`src/rtl/dmem_arbiter.sv`:
```
// Round-robin arbiter sharing one single-port data_ram between the core (port 0)
// and a loader/debug master (port 1), with burst lock and tagged read return.
module dmem_arbiter #(
    parameter int DATA_WIDTH = 32,
    parameter int ADDR_WIDTH = 32
) (
    input  logic                  clk,
    input  logic                  rst,
    input  logic                  m0_req,
    input  logic                  m0_we,
    input  logic [ADDR_WIDTH-1:0] m0_addr,
    input  logic [DATA_WIDTH-1:0] m0_wdata,
    input  logic                  m0_lock,
    output logic                  m0_gnt,
    output logic                  m0_rvalid,
    output logic [DATA_WIDTH-1:0] m0_rdata,
    input  logic                  m1_req,
    input  logic                  m1_we,
    input  logic [ADDR_WIDTH-1:0] m1_addr,
    input  logic [DATA_WIDTH-1:0] m1_wdata,
    input  logic                  m1_lock,
    output logic                  m1_gnt,
    output logic                  m1_rvalid,
    output logic [DATA_WIDTH-1:0] m1_rdata,
    output logic                  mem_en,
    output logic [3:0]            mem_we,
    output logic [ADDR_WIDTH-1:0] mem_addr,
    output logic [DATA_WIDTH-1:0] mem_wdata,
    input  logic [DATA_WIDTH-1:0] mem_rdata
);

    typedef enum logic [1:0] {
        ARB  = 2'd0,
        OWN0 = 2'd1,
        OWN1 = 2'd2
    } state_t;

    state_t                state_q, state_d;
    logic                  rr_last_q, rr_last_d;
    logic                  pend_valid_q, pend_valid_d;
    logic                  pend_port_q, pend_port_d;
    logic [ADDR_WIDTH-1:0] addr_q, addr_d;
    logic [DATA_WIDTH-1:0] wdata_q, wdata_d;
    logic [DATA_WIDTH-1:0] rdata0_q, rdata0_d;
    logic [DATA_WIDTH-1:0] rdata1_q, rdata1_d;

    logic arb_en;
    logic gnt_any;
    logic gnt_port;
    logic gnt_we;
    logic gnt_lock;

    // NOTE: every signal gets a default before the case so no path leaves it unassigned (no latches).
    always_comb begin
        state_d      = ARB;
        rr_last_d    = rr_last_q;
        pend_valid_d = 1'b0;
        pend_port_d  = pend_port_q;
        addr_d       = addr_q;
        wdata_d      = wdata_q;
        arb_en       = 1'b0;
        m0_gnt       = 1'b0;
        m1_gnt       = 1'b0;

        // An owner that drops req hands the cycle back to normal arbitration.
        unique case (state_q)
            OWN0: begin
                if (m0_req) m0_gnt = 1'b1;
                else        arb_en = 1'b1;
            end
            OWN1: begin
                if (m1_req) m1_gnt = 1'b1;
                else        arb_en = 1'b1;
            end
            default: arb_en = 1'b1;
        endcase

        if (arb_en) begin
            if (m0_req && m1_req) begin
                m0_gnt = rr_last_q;
                m1_gnt = ~rr_last_q;
            end else begin
                m0_gnt = m0_req;
                m1_gnt = m1_req;
            end
        end

        if (rst) begin
            m0_gnt = 1'b0;
            m1_gnt = 1'b0;
        end

        gnt_any  = m0_gnt | m1_gnt;
        gnt_port = m1_gnt;
        gnt_we   = m1_gnt ? m1_we   : m0_we;
        gnt_lock = m1_gnt ? m1_lock : m0_lock;

        if (gnt_any) begin
            rr_last_d    = gnt_port;
            pend_valid_d = ~gnt_we;
            pend_port_d  = gnt_port;
            addr_d       = m1_gnt ? m1_addr  : m0_addr;
            wdata_d      = m1_gnt ? m1_wdata : m0_wdata;
            if (gnt_lock) state_d = gnt_port ? OWN1 : OWN0;
        end

        mem_en    = gnt_any;
        mem_we    = {4{gnt_any & gnt_we}};
        mem_addr  = rst ? '0 : addr_d;
        mem_wdata = rst ? '0 : wdata_d;

        m0_rvalid = pend_valid_q & ~pend_port_q & ~rst;
        m1_rvalid = pend_valid_q &  pend_port_q & ~rst;
        m0_rdata  = rst ? '0 : (m0_rvalid ? mem_rdata : rdata0_q);
        m1_rdata  = rst ? '0 : (m1_rvalid ? mem_rdata : rdata1_q);
        rdata0_d  = m0_rdata;
        rdata1_d  = m1_rdata;
    end

    // NOTE: sequential state uses non-blocking assignments so all flops update together.
    always_ff @(posedge clk) begin
        if (rst) begin
            state_q      <= ARB;
            rr_last_q    <= 1'b1;
            pend_valid_q <= 1'b0;
            pend_port_q  <= 1'b0;
            addr_q       <= '0;
            wdata_q      <= '0;
            rdata0_q     <= '0;
            rdata1_q     <= '0;
        end else begin
            state_q      <= state_d;
            rr_last_q    <= rr_last_d;
            pend_valid_q <= pend_valid_d;
            pend_port_q  <= pend_port_d;
            addr_q       <= addr_d;
            wdata_q      <= wdata_d;
            rdata0_q     <= rdata0_d;
            rdata1_q     <= rdata1_d;
        end
    end

endmodule

```
`config.mk`:
```
export PLATFORM = sky130hd
export DESIGN_NAME = dmem_arbiter
export DESIGN_NICKNAME = d
export VERILOG_FILES = /design/src/rtl/dmem_arbiter.sv
export SDC_FILE = /design/constraint.sdc
export NUM_CORES = 1
export LEC_CHECK = 0
export CORE_MARGIN = 10
export CORE_UTILIZATION = 44
export CTS_CLUSTER_SIZE = 30
export DETAILED_ROUTE_END_ITERATION = 10
export PLACE_DENSITY_LB_ADDON = 0.25
export SLEW_MARGIN = 20
export SYNTH_ARGS = -nofsm -noshare
export SYNTH_HDL_FRONTEND = slang
export SYNTH_SLANG_ARGS = --single-unit
```
`constraint.sdc`:
```
create_clock -name clk -period 3.45 [get_ports clk]
set_input_delay 0.345 -clock clk [delete_from_list [all_inputs] [get_ports clk]]
set_output_delay 0.345 -clock clk [all_outputs]
set_load 0.005 [all_outputs]
```
==> metrics.txt <==
Setup WS post-layout=0.1512 ns; antenna-violating nets left=0; Fin. Hold Viols=0; worst reg2reg path endpoint=addr_q[31]; largest family of logic cells by synthesized area=compound AO/OA/AOI/OAI gates; Finished Cell Area=9761 um2; Arr. time, crit path=2.95 ns; XOR/XNOR Fraction of Synth Area=0; postcts setup bufs=0; first-pass GRT wire length=34470 um; cts hold-fix bufs=0; GP Congestion=0.8273; sequential area share after synthesis=0.4344; Mean Syn Cell Area=8.272 um2; EDFF count, synth=0; WP buf/inv=4; Netlist cell types=28; dpl ws=0.3571 ns; Post-synth ARST share=0; post-DR vias/cell=5.183; Hold Path Depth=2; Clock transition at path regs=0.06 ns; Initial Util=0.4450; WL final=22330 um; critical path capture point type=output port; main flop type after synthesis=dfxtp_1; CP required=3.11 ns; max-slew violation count=0; Slew @ Worst Pin=0.8759 ns; PD cells=428.2 nW/um2; Hold Crit Class=in2reg; cells along the critical path=inv_1 -> ha_1 -> nand3b_1 -> o311ai_4 -> inv_2 -> buf_12 -> a21oi_1 -> a211oi_1 -> clkdlybuf4s50_1; CP max stage delay=0.60 ns; met3 GRT Util=0.1010; Period Utilization, post-route=0.9562; Worst R2R Path Depth=7; worst r2r src=state_q[0]; Port Buffers=304; post-DP HPWL=16110 um; #FFs+latches synth=133; initial antenna violation count=1; commonest non-fill, non-tap cell in the layout=clkdlybuf4s50_1; clock buffer depth=2; achievable frequency=0.3031 GHz; crit-path max FO=43; Max Cap Viol=0; vias in the first global route=5935; Pre-antenna DRT Iters=5; Placement Rows=43; Synth Area in Compound Gates=0.3080; status=finished clean; Num Clock Sinks=133; drt wl/cell=18.53 um; Worst-Skew Late Latency=0.43 ns; Final Skew=0.008527 ns; crit-path leading delay family=buffers and inverters; layout net count=1181; critical hold path startpoint=rst; TNS Setup=0 ns; RSZ-0062 raised after global routing=no; largest net degree at the start of global routing=98; Synth Area in Simple Gates=0.1872; most frequent cells in the layout=clkdlybuf4s50_1 (303), nand2_1 (163), dfxtp_1 (133), a21oi_1 (98); element type at the critical path start=register; syn_nets=911; # fillers=1116; Detailed Route Iter0 Violations=372; die width=138.0 um; DR vias=6245; Pleak=3.401 nW; Crit-path slowest cell=clkdlybuf4s50_1; mux share of post-synthesis cell area=0.001837; final setup violation count=0; die height=138.0 um; core area=13770 um2; Post-Synthesis Cells=741; TritonCTS buffer count=17; Finished Core Util=0.7087; I/O pins=305; Synth warnings=0; Hold EP=rdata1_q[14]; Final min period=3.299 ns; Tot GR Track Use=0.2229; synth-to-layout area growth=59.24%; CTS tree=yes; share of layout cells above drive strength 1=0.1309; M2 GR Usage=0.3517; htree depth=4; Mapped Area=6130 um2; CTS root buffer=clkbuf_16; Max IR drop VDD=0.0003361 V; met1 usage=0.2655; Residual DRC=0; WS Path Type=reg2out; Die Area=19050 um2; R2R Setup Slk=1.39 ns; Max transition margin=0.4161; dpl cell area=9198 um2; grt ovf=0; busiest grt layer=met2; Synth Area in Adders=0.004082
==> worst max-delay path by stage <==
stage               startpoint             to  slack, ns  cells past startpoint
global placement        m1_req  mem_wdata[26]       0.40                      7
detailed placement      m1_req   mem_wdata[7]       0.36                      7
global route        state_q[0]   mem_wdata[6]       0.01                      9
CTS                 state_q[0]   mem_wdata[5]       0.05                      9
floorplan           state_q[0]      mem_we[1]       1.26                      7
finish              state_q[0]   mem_wdata[2]       0.15                      9
==> power breakdown <==
part / internal (mW) / total (mW) / switching [mW]
Sequential: 1.64 / 1.66 / 0.0272
Clock: 0.944 / 1.66 / 0.720
Combinational: 0.479 / 0.852 / 0.374
Total: 3.06 / 4.18 / 1.12
==> final cells by class <==
cell class	count	area, um2	share of cell area
clock buffer	19	442.9	0.04538
tap	180	225.2	0.02307
timing repair buffer	317	3224	0.3303
multi-input combinational	538	3088	0.3164
inverter	4	15.01	0.001538
sequential	133	2663	0.2728
antenna	1	2.502	0.0002564
clock inverter	13	100.1	0.01026
==> per-stage QoR <==
step	hold WS, ns	std cells	power [mW]
after floorplan	0.4442	741	2.067
after global placement	0.4495	1172	2.535
after detailed placement	0.4534	1172	2.546
after CTS	0.2896	1204	4.213
after global routing	0.3125	1205	4.354
final	0.2968	1205	4.180
==> synth_stat cells, types with 2 or more instances <==
library cell	number	area [um2]
clkbuf_1	29	108.9
a21oi_2	31	271.5
a21oi_1	98	490.5
a211oi_2	50	625.6
o21ai_0	65	325.3
buf_6	9	101.4
nand2b_1	33	206.5
buf_2	16	80.08
buf_4	12	90.09
nand2_1	163	611.8
a211oi_1	14	105.1
dfxtp_1	133	2663
inv_2	2	7.510
and2_1	3	18.77
nor2_1	65	244.0
inv_1	2	7.510
nor2b_1	2	12.51
and2b_1	2	15.01
o311ai_4	2	52.55
ha_1	2	25.02
==> timing repair <==
item | 4_1_cts | 5_1_grt
hold endpoints to repair | 0 | 0
setup endpoints to repair | 0 | 6
gates resized for setup | 0 | 4
==> metal layers <==
metal / wire [um] / part of all wire
met1: 9093 / 0.41
met2: 10610 / 0.48
met3: 2189 / 0.098
met4: 437 / 0.020
met5: 0 / 0
==> registers in the layout (all words and copies together), names as in the netlist <==
name,count
addr_q,32
pend_port_q,1
pend_valid_q,1
rdata0_q,32
rdata1_q,32
rr_last_q,1
state_q,2
wdata_q,32
==> logic make-up (layout without fill, tap and decap cells) <==
| kind of cell | count (synthesis) | in the layout |
|---|---|---|
| other cells | 0 | 1 |
| mux | 1 | 1 |
| buf+inv | 70 | 353 |
| flops | 133 | 133 |
| simple gates | 273 | 273 |
| compound gates | 262 | 262 |
| fa+ha+maj | 2 | 2 |
==> worst register-to-register path, delay by kind of cell (launching register included) <==
kind	cells	cell delay (ns)
AOI/OAI and AO/OA	3	0.81
adders and majority gates	1	0.39
DFF	1	0.33
buffers and inverters	3	0.36
(Power assumes the default switching activity.)
